`src/rtl/sme_sbox_sched_pkg.sv`:
```
// Shared types and constants for the masked inverse S-box scheduler.
package sme_pkg;

  localparam int unsigned XW = 21;
  localparam int unsigned YW = 18;

  typedef enum logic [1:0] {IDLE, RAND, EXEC, RESP} state_e;

  // Guard words needed by an SMAX-share multiplier: one per share plus one per share pair.
  function automatic int unsigned rmax(input int unsigned smax);
    return smax + smax * (smax - 1) / 2;
  endfunction

endpackage

```
`src/rtl/sme_sbox_sched_rr_arb.sv`:
```
// Round-robin arbiter: grants the lowest requesting index at or after ptr_i, wrapping.
module sme_rr_arb #(
  parameter int unsigned NREQ = 4,
  parameter int unsigned PW   = 2
) (
  input  logic [NREQ-1:0] req_i,
  input  logic [PW-1:0]   ptr_i,
  output logic [NREQ-1:0] gnt_o,
  output logic [PW-1:0]   nxt_ptr_o
);

  always_comb begin : arb
    logic [PW-1:0] idx;
    logic          found;
    found     = 1'b0;
    idx       = '0;
    gnt_o     = '0;
    nxt_ptr_o = ptr_i;
    for (int unsigned k = 0; k < NREQ; k++) begin
      idx = PW'((32'(ptr_i) + k) % NREQ);
      if (!found && req_i[idx]) begin
        found      = 1'b1;
        gnt_o[idx] = 1'b1;
        nxt_ptr_o  = PW'((32'(idx) + 1) % NREQ);
      end
    end
  end

endmodule

```
`src/rtl/sme_sbox_sched.sv`:
```
// Shares one masked inverse-S-box middle stage among NREQ requesters, fetching
// fresh guard randomness for every operation before enabling the datapath.
module sme_sbox_sched
  import sme_pkg::*;
#(
  parameter int unsigned SMAX = 3,
  parameter int unsigned NREQ = 4,
  parameter int unsigned LAT  = 3,
  parameter int unsigned RW   = 32
) (
  input  logic                       g_clk,
  input  logic                       g_rst,
  input  logic [NREQ-1:0]            req_valid,
  input  logic [NREQ*SMAX*XW-1:0]    req_x,
  output logic [NREQ-1:0]            req_ready,
  output logic [NREQ-1:0]            rsp_valid,
  input  logic [NREQ-1:0]            rsp_ready,
  output logic [SMAX*YW-1:0]         rsp_y,
  input  logic                       rng_valid,
  input  logic [RW-1:0]              rng_data,
  output logic                       rng_ready,
  output logic                       dp_en,
  output logic [SMAX*XW-1:0]         dp_x,
  output logic [rmax(SMAX)*RW-1:0]   dp_rng,
  input  logic [SMAX*YW-1:0]         dp_y,
  output logic                       busy
);

  localparam int unsigned RMAX = rmax(SMAX);
  localparam int unsigned PW   = (NREQ > 1) ? $clog2(NREQ) : 1;
  localparam int unsigned CW   = (RMAX > 1) ? $clog2(RMAX) : 1;
  localparam int unsigned EW   = (LAT > 1) ? $clog2(LAT) : 1;

  state_e                           state_q;
  logic [PW-1:0]                    rr_q;
  logic [PW-1:0]                    rr_nxt;
  logic [NREQ-1:0]                  gnt_q;
  logic [NREQ-1:0]                  arb_gnt;
  logic [CW-1:0]                    cnt_q;
  logic [EW-1:0]                    ex_q;
  logic [RMAX-1:0][RW-1:0]          rng_q;
  logic [SMAX*XW-1:0]               x_q;
  logic [SMAX*YW-1:0]               y_q;
  logic [NREQ-1:0][SMAX*XW-1:0]     req_x_v;
  logic [SMAX*XW-1:0]               x_sel;

  assign req_x_v = req_x;

  sme_rr_arb #(
    .NREQ (NREQ),
    .PW   (PW)
  ) u_arb (
    .req_i     (req_valid),
    .ptr_i     (rr_q),
    .gnt_o     (arb_gnt),
    .nxt_ptr_o (rr_nxt)
  );

  always_comb begin
    x_sel = '0;
    for (int unsigned i = 0; i < NREQ; i++) begin
      if (arb_gnt[i]) x_sel = req_x_v[i];
    end
  end

  always_ff @(posedge g_clk or posedge g_rst) begin
    if (g_rst) begin
      state_q <= IDLE;
      rr_q    <= '0;
      gnt_q   <= '0;
      cnt_q   <= '0;
      ex_q    <= '0;
      rng_q   <= '0;
      x_q     <= '0;
      y_q     <= '0;
    end else begin
      case (state_q)
        IDLE: begin
          if (|req_valid) begin
            x_q     <= x_sel;
            gnt_q   <= arb_gnt;
            rr_q    <= rr_nxt;
            state_q <= RAND;
          end
        end
        RAND: begin
          if (rng_valid) begin
            rng_q[cnt_q] <= rng_data;
            if (cnt_q == CW'(RMAX - 1)) begin
              cnt_q   <= '0;
              state_q <= EXEC;
            end else begin
              cnt_q <= cnt_q + CW'(1);
            end
          end
        end
        EXEC: begin
          // The datapath result is only valid on its final enabled cycle.
          if (ex_q == EW'(LAT - 1)) begin
            ex_q    <= '0;
            y_q     <= dp_y;
            state_q <= RESP;
          end else begin
            ex_q <= ex_q + EW'(1);
          end
        end
        RESP: begin
          if (|(rsp_ready & gnt_q)) state_q <= IDLE;
        end
        default: state_q <= IDLE;
      endcase
    end
  end

  assign req_ready = (state_q == IDLE && !g_rst) ? arb_gnt : '0;
  assign rsp_valid = (state_q == RESP) ? gnt_q : '0;
  assign rng_ready = (state_q == RAND);
  assign dp_en     = (state_q == EXEC);
  assign busy      = (state_q != IDLE);
  assign dp_x      = x_q;
  assign dp_rng    = rng_q;
  assign rsp_y     = y_q;

endmodule

```
`config.mk`:
```
export PLATFORM = sky130hd
export DESIGN_NAME = sme_sbox_sched
export DESIGN_NICKNAME = d
export VERILOG_FILES = /design/src/rtl/sme_sbox_sched_pkg.sv /design/src/rtl/sme_sbox_sched_rr_arb.sv /design/src/rtl/sme_sbox_sched.sv
export SDC_FILE = /design/constraint.sdc
export NUM_CORES = 1
export LEC_CHECK = 0
export ABC_AREA = 1
export BUFFER_PORTS_ARGS = -buffer_cell sky130_fd_sc_hd__buf_4
export CORE_AREA = 2 2 261 263
export DETAILED_ROUTE_END_ITERATION = 16
export DIE_AREA = 0 0 263 265
export PLACE_DENSITY = 0.51
export SYNTH_ARGS = -nofsm -noshare
export SYNTH_HDL_FRONTEND = slang
export SYNTH_SLANG_ARGS = --single-unit
export TNS_END_PERCENT = 20
```
`constraint.sdc`:
```
create_clock -name g_clk -period 12.1 [get_ports g_clk]
set_input_delay 1.21 -clock g_clk [delete_from_list [all_inputs] [get_ports g_clk]]
set_output_delay 1.21 -clock g_clk [all_outputs]
set_load 0.02 [all_outputs]
```
# Yosys cells after proc, flatten, opt, wreduce, memory -nomap -nowiden
# Cells that the tools add are included.
# W data, S select, Z words.
# totals
reg_bits,322
in_bits,349
output_inout_bits,320
elab_cells,112
# classes
add_sub_neg,8
magnitude_cmp,10
n_eq_ne,10
n_mux,44
bitwise,4
n_reduce_logical,23
# ops
op,n
$mux W63,4
$bwmux W192,1
$demux W32 S3,1
$mux W32,1
$mux W4,6
$mux W2,10
$lt A2 B3 Y1 const B,4
$or A4 B4 Y4,3
$mux W1,11
$add A2 B1 Y2 const B,5
$logic_and A1 B1 Y1,9
$bmux W1 S2,4
$demux W1 S2,4
$ge A2 B1 Y1 const B,4
$pmux W2 S4,1
$reduce_or A4 Y1,2
$eq A2 B2 Y1 const B,3
$ne A2 B2 Y1 const B,3
$reduce_and A2 Y1,3
$reduce_and A5 Y1,1
$add A2 B2 Y2 const B,2
$and A4 B4 Y4,1
$logic_not A1 Y1,4
$lt A3 B4 Y1 const B,1
other kinds (10),11

# Depth between registers and ports, before layout
# depth
depth_word,16
mapped_depth,17
ltp_nobuf,15

# Cells and area by module
# Synthesis repeated with hierarchy kept, for this count alone.
# unflattened
cells_unflattened,1664
hier_area_um2,14996.9
# modules_own_cells
mod,n_inst,cells_per_inst,area_per_inst_um2,seq_area_each_um2
sme_sbox_sched,1,1587,14471.4,8057.7
sme_rr_arb,1,77,525.5,0.0

# Worst setup path before layout
# Ideal clock, no wire load.
# synth_timing
kind,input to output
start,in g_rst
end,out req_ready[0]
arrival_ns,9.253
t_required_ns,10.890
slack_ns,1.637
cell_stages,3
n_path_buf,0
cell_sequence,inv_1 > nand2_1 > nor2_1
# synth_via
elab_chain_cells,3
# synth_lines
item,line_no,text
from (decl),sme_sbox_sched.sv:12,"input logic g_rst,"
$logic_not A1 Y1,sme_sbox_sched.sv:115,assign req_ready = (state_q == IDLE && !g_rst) ? arb_gnt : '0;
$logic_and A1 B1 Y1,sme_sbox_sched.sv:115,
$mux W4,sme_sbox_sched.sv:115,
to (decl),sme_sbox_sched.sv:15,"output logic [NREQ-1:0] req_ready,"
# No other way between the ends.

# Final worst setup path
# layout_timing
start,reg rr_q[0]
end,out req_ready[3]
# layout_via
elab_chain_cells,13
elab_cells_between_ends,48
cone_classes,add/sub (3); order compare (8); mux (24); bitwise (3); reduce/logical (10)
# layout_lines
item,line_no,text
from (decl),sme_sbox_sched.sv:35,logic [PW-1:0] rr_q;
from (signal assigned),sme_sbox_sched.sv:82,rr_q <= rr_nxt;
"parallel branches: the longest is 11 deep, another holds $lt A2 B3 Y1",-,
$mux W4 (*),sme_sbox_sched_rr_arb.sv:21,if (!found && req_i[idx]) begin
$mux W4 (*),sme_sbox_sched.sv:115,
# Every way passes the cells marked *. The select of a mux whose other input is x is not followed.

==> run_results.csv <==
group,metric,value,unit
run_status,outcome,"finished, final reports clean",
power_and_ir_drop,leakage,0.0118,uW
sta,setup_viol,0,
logic_synthesis,synth_nets,2172,
detailed_routing,routed_wl,61400,microns
die,pin_count,669,
logic_synthesis,syn_avg_cell_area,8.17,sq um
logic_synthesis,ys_seq_area_frac,0.544,
layout,syn2layout_area_growth,48.5,%
place,port_buffers,668,
logic_synthesis,synth_top_area_frac,0.544,
logic_synthesis,synth_top_area_cell,"dfrtp_1",
place,routabilityCongestion,0.893,
logic_synthesis,synthTopCellsByArea,"dfrtp_1 54%, nand2_1 17%, o21ai_0 6.7%",
critical_path,path_buf_inv,5,
global_routing,grt-ovfl-total,0,
place,dp_hpwl,45400,microns
sta,drv_slew,0,
logic_synthesis,synth_area,0.0148,sq mm
detailed_routing,num_vias,14564,
critical_path,r2r_setup_slack,8.40,ns
sta,fin_setup_tns,0,ns
critical_path,arrival,3.40,ns
logic_synthesis,synth.distinct_cells,25,
clock_tree,clkTransAtPathRegs,0.05,ns
sta,hold_ws,0.479,ns
detailed_routing,drtAntennaViolNets,0,
critical_path,cp.required,10.89,ns
clock_tree,htreeDepth,2,
critical_path,cp_max_fo,26,
die,start_util,0.222,
sta,fin_crit_sh,0.381,
global_routing,grt_pass1_wl,91800,microns
detailed_routing,drc,0,
sta,grt_setup_unrepaired,"no",
clock_tree,cts_tree,"built",
sta,worst_slew_pin_slew,1.15,ns
die,fp.dieH,265,microns
clock_tree,clk_path_buf_depth,3,
critical_path,critPathCaptureType,"output port",
critical_path,cp_top_family,"buffers and inverters",
power_and_ir_drop,p_per_area,118,mW/mm^2
clock_tree,cts.sinks,322,
clock_tree,cts_root_buf,"clkbuf_16",
layout,fin_nets,2796,
logic_synthesis,ys_ff_latch,322,
die,core-area,0.0668,sq mm
clock_tree,clk_latency,0.56,ns
logic_synthesis,synthesis.instances,1812,
critical_path,startpoint_type,"flop",
detailed_routing,drt-pass1-iter-count,7,
critical_path,cpPeakStageDelay,0.57,ns
sta,clock.fmax,217,MHz
global_routing,gr-usage-all-layers,0.170,
power_and_ir_drop,total_power,2600,uW
layout,final_layout_size_suffix_gt1_frac,0.336,
sta,period_needed,4.61,ns
die,die_area,0.0697,sq mm
critical_path,critical_path_class,"flop to output port",
die,rows,95,
layout,fillers,7137,
sta,clock_skew,0.0121,ns
detailed_routing,drt_iter0_drc,865,
die,die_w,263,microns
global_routing,antenna_found_initial,11,
sta,relSlewSlack,0.233,
clock_tree,numCtsBuffers,39,
clock_tree,cts_resized,0,
power_and_ir_drop,ir_drop,117,uV
job,drv_cap,0,
global_routing,grt_pass1_vias,14665,
worst_hold_path,holdCritPathClass,"flop to flop",
sta,finalHoldViolCount,0,
critical_path,crit_chain,"inv_2 > ha_1 > inv_1 > nand3_1 > nand2_1 > nand2_2 > a21oi_1 > a21oi_2 > nand2_4 > inv_2 > buf_4 > nor2_1 > buf_4",
clock_tree,post_cts_buffers,0,
critical_path,cp_slowest_cell,"dfrtp_1",
detailed_routing,wl_per_cell,18.3,microns
detailed_routing,vias_per_cell,4.35,
logic_synthesis,ys.warnings.count,0,
clock_tree,ctsHoldBuffers,0,
global_routing,grt_max_degree,97,
-- cell type report --
class	count	area, sq um	area share
Sequential cell	322	8060	0.366
Timing Repair Buffer	686	5150	0.234
Clock inverter	13	209	0.00950
Tap cell	873	1090	0.0497
Antenna cell	10	25.0	0.00114
Multi-Input combinational cell	1266	5810	0.264
Inverter	121	462	0.0210
Clock buffer	57	1180	0.0539
-- synthesized netlist by cell type --
master       n
a21boi_0     1
a21oi_1    130
a21oi_2      1
a31oi_1      1
buf_2       29
buf_6       13
clkbuf_1    61
dfrtp_1    322
ha_1        11
inv_1      118
inv_2        3
mux2_2      54
nand2_1    687
nand2_2      4
nand2_4      2
nand3_1     19
nand3_2      3
nand4_1      3
nor2_1     143
nor2_4       1
nor3_1       1
o2111ai_1    1
o21ai_0    198
o21ai_1      4
xor2_1       2
-- cell usage in the layout (no fill, tap or decap), drive strengths merged --
| cell | Yosys | final |
|---|---|---|
| bufinv | 0 | 4 |
| o21ai | 202 | 202 |
| a31oi | 1 | 1 |
| o2111ai | 1 | 1 |
| inv | 121 | 123 |
| nand3 | 22 | 22 |
| ha | 11 | 11 |
| clkbuf | 61 | 57 |
| a21boi | 1 | 1 |
| nand2 | 693 | 693 |
| nor3 | 1 | 1 |
| a21oi | 131 | 131 |
| nand4 | 3 | 3 |
| mux2 | 54 | 54 |
| dfrtp | 322 | 322 |
| clkinv | 0 | 7 |
| nor2 | 144 | 144 |
| buf | 42 | 686 |
| xor2 | 2 | 2 |
| diode | 0 | 10 |
-- worst reg2reg max path: stages, from the launching register on --
cell and delay, ns:
dfrtp_1 0.57, inv_2 0.19, ha_1 0.41, inv_1 0.13
nand3_1 0.09, nand2_1 0.12, nand2_2 0.09, nor2_4 0.14
nand3_1 0.17, nand2_4 0.33, buf_4 0.83, a21oi_1 0.17
nand2_1 0.10, nand2_1 0.12, nand2_1 0.09, nand2_1 0.05
-- cells by family after synthesis --
logic type      count (synthesis)  share of synthesized area
compound gates                336                      0.114
xor+xnor                        2                    0.00118
fa+ha+maj                      11                    0.00929
buf+inv                       224                     0.0658
flops                         322                      0.544
mux                            54                     0.0411
simple gates                  863                      0.224
-- sequential cells by signal, summed over array words and instances (netlist names) --
signal and cells:
cnt_q 3, state_q 2, gnt_q 4, ex_q 2, rsp_y 54, dp_x 63
dp_rng 192, rr_q 2
-- where the power goes --
part	switching (uW)	internal, uW
registers	5.08	1090
clock network	491	770
logic	131	115
-- through the flow --
| step | utilization | worst slack [ns] | instances | instance area (sq um) |
|---|---|---|---|---|
| floorplan | - | 1.64 | 1812 | 14800 |
| global placement | 0.308 | 7.73 | 3268 | 20600 |
| detailed placement | 0.308 | 7.64 | 3268 | 20600 |
| CTS | 0.329 | 7.47 | 3338 | 22000 |
| global route | 0.329 | 7.20 | 3346 | 22000 |
| finish | 0.329 | 7.49 | 3348 | 22000 |
-- worst paths after layout --
path,start,to,depth (start not counted)
setup / recovery,rr_q[0],req_ready[3],13
max in group asynchronous,g_rst,rsp_y[5],5
hold / removal,dp_x[37],dp_x[37],2
min in group asynchronous,g_rst,dp_x[60],2
setup reg to reg,rr_q[0],dp_x[29],15
hold reg to reg,dp_x[37],dp_x[37],2
-- routing by layer --
metal,vias up,share of wire,global-route usage
li1,6962,-,-
met1,6885,0.40,0.203
met2,619,0.47,0.278
met3,96,0.11,0.0708
met4,2,0.028,0.0556
met5,-,0.00016,0
(Power assumes the default switching activity.)
